==> config.mk <==
export PLATFORM = sky130hd
export DESIGN_NAME = cache_mem_arbiter
export DESIGN_NICKNAME = d
export VERILOG_FILES = /design/src/rtl/cache_pkg.sv /design/src/rtl/cache_mem_arbiter_rr_arb2.sv /design/src/rtl/cache_mem_arbiter.sv
export SDC_FILE = /design/constraint.sdc
export NUM_CORES = 1
export LEC_CHECK = 0
export BUFFER_PORTS_ARGS = -buffer_cell sky130_fd_sc_hd__buf_4
export CORE_AREA = 2 2 117 119
export CTS_CLUSTER_SIZE = 10
export DETAILED_ROUTE_END_ITERATION = 10
export DIE_AREA = 0 0 119 121
export PLACE_DENSITY = 0.69
export SLEW_MARGIN = 10
export SYNTH_ARGS = -nofsm -noshare
export SYNTH_HDL_FRONTEND = slang
export SYNTH_HIERARCHICAL = 1
export SYNTH_SLANG_ARGS = --single-unit
==> constraint.sdc <==
create_clock -name clk -period 1.41 [get_ports clk]
set_clock_uncertainty 0.05 [all_clocks]
set_input_delay 0.282 -clock clk [delete_from_list [all_inputs] [get_ports clk]]
set_output_delay 0.282 -clock clk [all_outputs]
set_load 0.005 [all_outputs]
==> src/rtl/cache_pkg.sv <==
// Shared definitions for the cache-to-memory path: FSM and op encodings, default widths.
package cache_pkg;
  localparam logic ARB_IDLE = 1'b0;
  localparam logic ARB_BUSY = 1'b1;

  localparam logic OP_READ  = 1'b1;
  localparam logic OP_WRITE = 1'b0;

  localparam int ADDR_W_DEF = 32;
  localparam int DATA_W_DEF = 32;

  typedef enum logic {
    ST_IDLE = ARB_IDLE,
    ST_BUSY = ARB_BUSY
  } arb_state_t;
endpackage

==> src/rtl/cache_mem_arbiter_rr_arb2.sv <==
// Combinational two-request round-robin picker: on a tie the requester other than last wins.
module rr_arb2 (
  input  logic [1:0] req,
  input  logic       last,
  output logic       gnt
);
  assign gnt = (req[0] & req[1]) ? ~last : req[1];
endmodule

==> src/rtl/cache_mem_arbiter.sv <==
// Round-robin arbiter sharing one memory port between I-cache (m0) and D-cache (m1).
// Optional ARB_TIMEOUT_EN aborts a stalled BUSY transaction with err after 2^TO_W-1 idle memory cycles.
module cache_mem_arbiter
  import cache_pkg::*;
#(
  parameter int ADDR_W = ADDR_W_DEF,
  parameter int DATA_W = DATA_W_DEF,
  parameter int TO_W   = 8
) (
  input  logic              clk,
  input  logic              nrst,
  input  logic              m0_op,
  input  logic              m0_valid,
  input  logic [ADDR_W-1:0] m0_addr,
  input  logic [DATA_W-1:0] m0_wdata,
  output logic              m0_ready,
  output logic [DATA_W-1:0] m0_rdata,
  output logic              m0_err,
  input  logic              m1_op,
  input  logic              m1_valid,
  input  logic [ADDR_W-1:0] m1_addr,
  input  logic [DATA_W-1:0] m1_wdata,
  output logic              m1_ready,
  output logic [DATA_W-1:0] m1_rdata,
  output logic              m1_err,
  output logic              mem_op,
  output logic              mem_valid,
  output logic [ADDR_W-1:0] mem_addr,
  output logic [DATA_W-1:0] mem_wdata,
  input  logic              mem_ready,
  input  logic [DATA_W-1:0] mem_rdata
);
  arb_state_t        state;
  logic              grant;
  logic              last_grant;
  logic              pick;
  logic              busy;
  logic              done;
  logic              to_hit;
  logic [DATA_W-1:0] rdata;

  rr_arb2 u_rr (
    .req  ({m1_valid, m0_valid}),
    .last (last_grant),
    .gnt  (pick)
  );

  assign busy      = (state == ST_BUSY);
  assign mem_valid = busy;
  assign done      = busy & (mem_ready | to_hit);

`ifdef ARB_TIMEOUT_EN
  logic [TO_W-1:0] to_cnt;

  // Counter is held at zero outside BUSY, so it starts fresh on every grant.
  always_ff @(posedge clk or negedge nrst) begin
    if (!nrst) begin
      to_cnt <= '0;
    end else if (!busy) begin
      to_cnt <= '0;
    end else if (!mem_ready) begin
      to_cnt <= to_cnt + 1'b1;
    end
  end

  assign to_hit = busy & (&to_cnt) & ~mem_ready;
`else
  assign to_hit = (TO_W < 0);
`endif

  // A timeout abort returns zero data even on reads.
  assign rdata = (busy & mem_ready & (mem_op == OP_READ)) ? mem_rdata : '0;

  assign m0_ready = done & ~grant;
  assign m1_ready = done & grant;
  assign m0_rdata = grant ? '0 : rdata;
  assign m1_rdata = grant ? rdata : '0;
  assign m0_err   = to_hit & ~grant;
  assign m1_err   = to_hit & grant;

  always_ff @(posedge clk or negedge nrst) begin
    if (!nrst) begin
      state      <= ST_IDLE;
      grant      <= 1'b0;
      last_grant <= 1'b1;
      mem_op     <= OP_WRITE;
      mem_addr   <= '0;
      mem_wdata  <= '0;
    end else begin
      case (state)
        ST_IDLE: begin
          if (m0_valid | m1_valid) begin
            grant     <= pick;
            mem_op    <= pick ? m1_op    : m0_op;
            mem_addr  <= pick ? m1_addr  : m0_addr;
            mem_wdata <= pick ? m1_wdata : m0_wdata;
            state     <= ST_BUSY;
          end
        end
        ST_BUSY: begin
          if (done) begin
            last_grant <= grant;
            state      <= ST_IDLE;
          end
        end
        default: state <= ST_IDLE;
      endcase
    end
  end
endmodule

==> results.cfg <==
[clocking]
clk_pin_slew_worst_paths_ps = 50
cts_made_buffers = 9
clk_latency_ps = 320
cts.sinks = 68
h-tree-depth = 3
clockBufferDepth = 2
tritoncts = done
cts_root_buffer = clkbuf_16

[power]
p_leak_nw = 3.983
pwr_density_cell_mw_per_mm2 = 1496
ir_worst_vdd_uv = 854.1

[min_path]
min_path_type = in -> reg
hold_path_depth = 3

[cells_and_area]
area_delta_synth_final_pct = 90.22
fin_nets = 785
drive_above_1_share_pct = 77.65
layout_commonest_cell = buf_4
diodes = 0
layout_common_cells = 303 x buf_4, 130 x mux2_4, 67 x dfrtp_1, 64 x and2_1, 14 x buf_12

[drt]
via_per_inst = 4.489
drt_iter0_drc = 123
vias = 3582
antenna_left = 0
post_drt_wl_per_cell_um = 17.92
first_pass_iters = 4
wl_um = 14300
drc_errors = 0

[global_routing]
grt_pass1_vias = 3950
antenna_found_initial = 0
use_met1_pct = 22.44
grt_max_degree = 45
met3_usage_pct = 4.370
grt_pass1_wl_um = 21580
grt_overflow = 0
top_usage_layer = met2
grt_usage_pct = 19.36
grtUsageMet2_pct = 35.81

[sta]
fmax_mhz = 559.7
setup_viol = 133
rsz0062_at_grt = true
drv_slew = 0
period_share_pct = 126.7
tns_ps = -39280
hold_violations = 0
hold_ws_ps = 219.8
setup_slack_ps = -376.8
layout_min_cycle_time_ps = 1787

[die]
die_h_um = 121
core_sq_mm = 0.01309
initial_utilization_pct = 30.30
io_pins = 301
row_count = 42
die_width_um = 119
die_area_sq_mm = 0.01440

[setup_path]
r2r_slack_ps = -310
criticalPathCategory = reg -> out
crit_fanout = 32
cp-start-kind = flop
end_kind = output pin
arrival_ps = 1450
critPathRequiredTime_ps = 1080
reg2reg_depth = 5

[synthesis]
synth.top_cell.area_share_pct = 42.28
ys_ff_latch = 68
synth_seq_area_share_pct = 42.95
ys_top_cells_by_area = dfrtp_1 42%, mux2_2 18%, mux2_4 15%
syn_area_sq_mm = 0.003965
avgSynthCellArea_sq_um = 13.40
synth_cells = 296
synth_top_cell_by_area = dfrtp_1
yosys_warnings = 6
ys_types = 20

[placed_design]
io_buffers = 298
hpwl_um = 9343
place_congestion = 0.8457

[outcome]
violations = setup timing
outcome = complete, but fails checks

[flow_run]
cap_violations = 0
area by class of cell:
cell class	count	area (sq um)
tap	176	220.2
fill	1048	5543
clock buffer	9	225.2
clock inverter	6	88.84
sequential	68	1703
multi-input combinational	206	2474
inverter	1	3.754
timing repair buffer	332	2828
metrics by stage:
stage | setup slack [ps] | util [%] | instances | instance area (sq um) | power, mW
floorplan | -157.0 | - | 297 | 4010 | 5.384
global placement | -294.7 | 49.63 | 763 | 6494 | 7.711
detailed placement | -322.7 | 49.63 | 763 | 6494 | 7.806
CTS | -396.0 | 58.05 | 800 | 7596 | 11.39
global route | -456.7 | 57.64 | 798 | 7542 | 11.86
finish | -376.8 | 57.64 | 798 | 7542 | 11.29
flip-flops by register name, summed over array words and instances, names as in the netlist:
register / count
mem_addr: 32
grant: 1
mem_wdata: 32
mem_op: 1
mem_valid: 1
last_grant: 1
Yosys cell counts, drive strengths merged:
master / instances
a21boi: 1
a21o: 2
and2: 64
and3: 1
and4: 1
and4b: 1
buf: 16
clkbuf: 6
conb: 1
dfrtp: 67
dfstp: 1
inv: 1
mux2: 131
nand2: 1
nor2: 1
o21ba: 1
worst max-delay path: stages, from the launching register on:
cell	delay (ps)
dfrtp_1	390
and4b_1	310
buf_12	170
and2_1	150
buf_4	110
per-layer routing:
layer	vias up	share of wire [%]	wire, um
li1	1659	-	-
met1	1749	40	5689
met2	159	53	7585
met3	15	6.0	864
met4	0	1.1	159
met5	-	0	0
kinds of logic (layout without fill, tap and decap cells):
logic type	count (synthesis)	after routing	share of synthesized area (%)
mux	131	131	40.90
simple gates	69	69	10.92
flops	68	68	42.95
buf+inv	23	348	4.228
compound gates	4	4	0.9150
other cells	1	2	0.09458
worst paths after layout:
path,to,startpoint
max,m0_rdata[8],grant$_DFFE_PN0P_
min,mem_valid$_DFF_PN0_,mem_ready
max reg2reg,mem_addr[4]$_DFFE_PN0P_,last_grant$_DFFE_PN1P_
min reg2reg,mem_wdata[1]$_DFFE_PN0P_,mem_wdata[1]$_DFFE_PN0P_
max in group asynchronous,last_grant$_DFFE_PN1P_,nrst
min in group asynchronous,mem_wdata[1]$_DFFE_PN0P_,nrst
where the power goes:
group / switching, mW / leakage, nW / internal, mW
Clock: 0.852 / 0.148 / 1.54
Sequential: 0.558 / 0.791 / 2.81
Combinational: 1.75 / 3.04 / 3.78
Total: 3.16 / 3.98 / 8.13
what timing repair did:
item	CTS	global route
pin swaps	0	3
hold buffers	1	0
buffers inserted	10	3
gates resized for setup	96	13
cloned	11	1
endpoints found under the hold margin	67	0
endpoints found under the setup margin	132	133
Power figures use the tool's default switching activity.
